**src/rtl/mux7_rr_sched.sv**
```systemverilog
// mux7_rr_sched: round-robin scheduler that shares a 7:1 bit mux among up to
// seven requesters. Grant, select and grant_valid are registered. data_out is a
// combinational path from data_in through the mux.
// Optional macro MUX_SCHED_TIMEOUT_EN: after HOLD_MAX consecutive grant cycles,
// the owner is preempted in favour of the next waiting requester.

module mux7to1 (
  input  logic [6:0] data_in,
  input  logic [2:0] sel,
  output logic       out
);
  // Pick one data bit. The unused code 7 yields 0.
  always_comb begin
    out = 1'b0;
    if (sel < 3'd7) out = data_in[sel];
  end
endmodule

module mux7_rr_sched #(
  parameter int unsigned N_REQ    = 7,
  parameter int unsigned HOLD_MAX = 8
) (
  input  logic       clock,
  input  logic       reset,
  input  logic [6:0] req,
  input  logic [6:0] data_in,
  output logic [6:0] grant,
  output logic [2:0] sel,
  output logic       grant_valid,
  output logic       data_out
);
  localparam int unsigned NUM_LINES = 7;
  localparam int unsigned SEL_W     = 3;
  localparam int unsigned CNT_W     = 8;
  localparam logic [NUM_LINES-1:0] REQ_MASK = NUM_LINES'((1 << N_REQ) - 1);
`ifdef MUX_SCHED_TIMEOUT_EN
  localparam logic [CNT_W-1:0] HOLD_LIM = CNT_W'(HOLD_MAX);
`endif

  // Reject illegal configurations at elaboration time
  if (N_REQ < 2 || N_REQ > 7 || HOLD_MAX < 1 || HOLD_MAX > 255) begin : g_bad_cfg
    $error("mux7_rr_sched: N_REQ must be 2..7 and HOLD_MAX 1..255");
  end

  typedef enum logic {IDLE, GRANT} state_t;

  state_t               state, state_nxt;
  logic [SEL_W-1:0]     last, last_nxt, sel_nxt, win_idx, cand;
  logic [NUM_LINES-1:0] valid_req, others, grant_nxt;
  logic [CNT_W-1:0]     hold_cnt, hold_nxt;
  logic                 valid_nxt, win_found, owner_req, take_win, mux_bit;

  // Requests above N_REQ are ignored. The current owner is excluded from the search.
  assign valid_req = req & REQ_MASK;
  assign others    = valid_req & ~grant;
  assign owner_req = valid_req[sel];

  // Round-robin winner search: first requester found from last+1, wrapping modulo N_REQ
  always_comb begin
    win_found = 1'b0;
    win_idx   = '0;
    cand      = '0;
    for (int i = 1; i <= int'(N_REQ); i++) begin
      cand = SEL_W'((int'(last) + i) % int'(N_REQ));
      if (!win_found && others[cand]) begin
        win_found = 1'b1;
        win_idx   = cand;
      end
    end
  end

  // Next-state and next-output logic
  always_comb begin
    state_nxt = state;
    grant_nxt = grant;
    sel_nxt   = sel;
    valid_nxt = grant_valid;
    last_nxt  = last;
    hold_nxt  = hold_cnt;
    take_win  = 1'b0;

    unique case (state)
      IDLE: take_win = win_found;
      GRANT: begin
        if (owner_req) begin
`ifdef MUX_SCHED_TIMEOUT_EN
          // At the hold limit, preempt if someone waits, otherwise stay saturated
          if (hold_cnt >= HOLD_LIM) take_win = win_found;
          else                      hold_nxt = hold_cnt + CNT_W'(1);
`else
          if (hold_cnt != '1) hold_nxt = hold_cnt + CNT_W'(1);
`endif
        end else if (win_found) begin
          take_win = 1'b1;
        end else begin
          state_nxt = IDLE;
          grant_nxt = '0;
          valid_nxt = 1'b0;
          hold_nxt  = '0;
        end
      end
    endcase

    if (take_win) begin
      state_nxt = GRANT;
      grant_nxt = NUM_LINES'(1) << win_idx;
      sel_nxt   = win_idx;
      valid_nxt = 1'b1;
      last_nxt  = win_idx;
      hold_nxt  = CNT_W'(1);
    end
  end

  // State and output registers with synchronous reset
  always_ff @(posedge clock) begin
    if (reset) begin
      state       <= IDLE;
      grant       <= '0;
      sel         <= '0;
      grant_valid <= 1'b0;
      last        <= SEL_W'(N_REQ - 1);
      hold_cnt    <= '0;
    end else begin
      state       <= state_nxt;
      grant       <= grant_nxt;
      sel         <= sel_nxt;
      grant_valid <= valid_nxt;
      last        <= last_nxt;
      hold_cnt    <= hold_nxt;
    end
  end

  mux7to1 u_mux (
    .data_in (data_in),
    .sel     (sel),
    .out     (mux_bit)
  );

  assign data_out = mux_bit & grant_valid;

endmodule

```
**config.mk**
```make
export PLATFORM = sky130hd
export DESIGN_NAME = mux7_rr_sched
export DESIGN_NICKNAME = d
export VERILOG_FILES = /design/src/rtl/mux7_rr_sched.sv
export SDC_FILE = /design/constraint.sdc
export NUM_CORES = 1
export LEC_CHECK = 0
export BUFFER_PORTS_ARGS = -buffer_cell sky130_fd_sc_hd__buf_2
export CAP_MARGIN = 10
export CORE_ASPECT_RATIO = 1.2
export CORE_MARGIN = 5
export CORE_UTILIZATION = 34
export DETAILED_ROUTE_END_ITERATION = 12
export PLACE_DENSITY_LB_ADDON = 0.25
export SETUP_SLACK_MARGIN = 0.3
export SLEW_MARGIN = 20
export SYNTH_ARGS = -nofsm -noshare
export SYNTH_HDL_FRONTEND = slang
export SYNTH_SLANG_ARGS = --single-unit
```
**constraint.sdc**
```tcl
create_clock -name clock -period 9.7 [get_ports clock]
set_input_delay 0.485 -clock clock [delete_from_list [all_inputs] [get_ports clock]]
set_output_delay 0.485 -clock clock [all_outputs]
set_load 0.01 [all_outputs]
```
==> run metrics <==
status finished clean; io pins 28; most frequent cell after synthesis nor2_1; ranking of synthesized cells by area dfxtp_1 9.7%, ha_1 9.1%, mux2i_1 6.2%, nor2_1 4.6%, a21oi_1 4.3%; DRC errors left 0; largest net degree at the start of global routing 47; vias in the first global route 2908; crit end category flip-flop; clk_skew 0.00108 ns; I/O Buffers 27; TritonCTS clock tree done; Die Wd approximately 94 um; Mapped Nets 415; initial antenna violation count 0; Critical Path RT roughly 9.9 ns; Cell Area, Synth between 2000 and 3000 um^2; Layout Cells excl Fill ~510; RSZ-0062 raised after global routing false; Yosys top cell by area dfxtp_1; CTS root buffer clkbuf_8; Max Cap Viol 0; Synth-to-Final Area Change 9.37%; postcts setup bufs 0; GRT Residual Overflow 0; final setup fails 0; chip height around 110 um; layout cells sized above 1 between 10% and 20%; Vias 3000; Fill cells ~900; register area share after synthesis around 9.7%; Clock Pin Slew Worst Setup and Hold Paths ~0.050 ns; synthesized flop and latch total 14; Overall Global Routing Usage between 10% and 20%; Initial Util 35.2%; Setup Slack @ Placement 3.42 ns; Clock Path Buffers 2; Pins Over Slew Limit 0; Critical Path Fanout Max 46; hold_buf cts 0; Final ANT Viol Nets 0; Hold WS 0.488 ns; gpl congestion a little over 0.9; Syn. warnings 0; asr flop ratio synth 0%; vias per inst 5.91; drt pass-1 iters 4; period utilization about three fifths; area share of the leading cell type in the synthesized netlist 9.71%; CP arrival around 6 ns; Fmax achieved roughly 0.17 GHz; syn_area_per_cell 7.63 um^2; Inst Count DP 505; antenna cells 0; Setup Total Neg Slack 0 ns; ys flop type dfxtp_1; wire per inst ~17 um; Final Hold Fails 0; Synth cell types 80; initial drt markers roughly 250; core area around 8200 um^2; kind of critical path reg2reg; Startpoint Class flip-flop; Post-Syn Instances approximately 380; CTS buffer count 3; post_cts resized 0; final wirelength around 8.8 mm; first-pass GRT wire length between 10 and 15 mm; number of synthesized flops with an enable pin 0; Final Critical Period 5.99 ns; Worst Slack Setup Final 3.71 ns; Max-slew headroom between 20% and 30%; most frequent cells after synthesis 35 x nor2_1, 28 x nand2_1, 25 x a21oi_1; die area ~10000 um^2; Cell Rows 36; Clk Latency, worst-skew pair around 0.24 ns; worst min path class reg2reg; Clock Sink Count 14; Post-layout nets approximately 430; HPWL Detailed slightly below 7 mm; Worst-Margin Slew between 1 and 1.5 ns; H-Tree Depth 1
==> layer usage <==
metal | wire (um) | global-route usage (%) | share of wire, % | up-vias
met5 | 0 | 0 | 0 | -
met4 | 303 | 6.07 | 3.4 | 0
met3 | 526 | 2.10 | 6.0 | 18
met2 | 4110 | 27.3 | 47 | 123
met1 | 3860 | 21.9 | 44 | 1401
li1 | - | - | - | 1458
==> worst paths after layout <==
check,start,end,slack (ns),depth (start not counted)
hold / removal,grant[5]$_SDFFE_PP0P_,grant[5]$_SDFFE_PP0P_,0.49,2
setup / recovery,sel[0]$_SDFFE_PP0P_,grant[2]$_SDFFE_PP0P_,3.71,21
setup reg to reg,sel[0]$_SDFFE_PP0P_,grant[2]$_SDFFE_PP0P_,3.71,21
hold reg to reg,grant[5]$_SDFFE_PP0P_,grant[5]$_SDFFE_PP0P_,0.49,2
==> area by class of cell <==
class,count,area [um^2],area share (%)
Sequential cell,14,282,8.92
Timing Repair Buffer,31,165,5.23
Inverter,15,58.8,1.86
Tap cell,114,143,4.52
Clock buffer,3,41.3,1.31
Multi-Input combinational cell,331,2470,78.2
==> kinds of logic (layout without fill, tap and decap cells) <==
| kind of cell | after synthesis | after routing | synth area share (%) |
|---|---|---|---|
| AO/OA/AOI/OAI | 125 | 125 | 33.4 |
| XOR/XNOR | 13 | 13 | 4.21 |
| adder cells (fa/ha/maj) | 21 | 21 | 9.11 |
| buffers and inverters | 33 | 49 | 4.81 |
| flip-flops | 14 | 14 | 9.71 |
| multiplexers | 28 | 28 | 11.8 |
| AND/OR/NAND/NOR | 144 | 144 | 26.9 |
==> sequential cells by signal, summed over array words and instances (netlist names) <==
| signal | cells |
|---|---|
| state | 1 |
| grant | 7 |
| last | 2 |
| sel | 3 |
| grant_valid | 1 |
==> cells in the final DEF (no fill, tap or decap), drive strengths merged, types with 3 or more instances in the layout <==
cell    count
nor2b      12
clkbuf      3
o211ai      9
a21bo       3
o211a       4
xnor2      11
a22oi       4
or2         6
inv        15
o21bai      4
nor3        6
nor4        3
mux2        6
nand3b      9
o22a        3
mux4        4
dfxtp      14
o21ai      16
nand3      10
a21oi      27
and2        5
a31oi       6
a21o        4
ha         21
nor2       37
nand2b     11
and3        4
nand2      28
a211oi      7
o22ai       3
buf        31
mux2i      18
a311oi      5
==> worst max-delay path, stage by stage (launching register included) <==
cell       delay, ns
dfxtp_2         0.31
buf_4           0.42
inv_1           0.39
ha_1            0.42
xor2_2          0.38
inv_4           0.12
ha_1            0.20
ha_1            0.27
a31oi_1         0.21
xnor2_1         0.17
ha_1            0.25
inv_1           0.11
a311o_1         0.37
a21o_1          0.22
a211oi_1        0.35
a211oi_2        0.12
o2111ai_2       0.28
nor2_2          0.09
a21boi_1        0.62
nand4b_1        0.30
nor2_1          0.17
a22o_1          0.14
==> per-stage QoR <==
step | instance area, um^2 | utilization [%]
after CTS | 3160 | 38.5
after global routing | 3160 | 38.5
after floorplan | 2890 | -
after global placement | 3110 | 38.0
final | 3160 | 38.5
after detailed placement | 3110 | 38.0
Power is not shown: default switching activity piles up to over one toggle a cycle in this logic, so the estimate is an artifact.
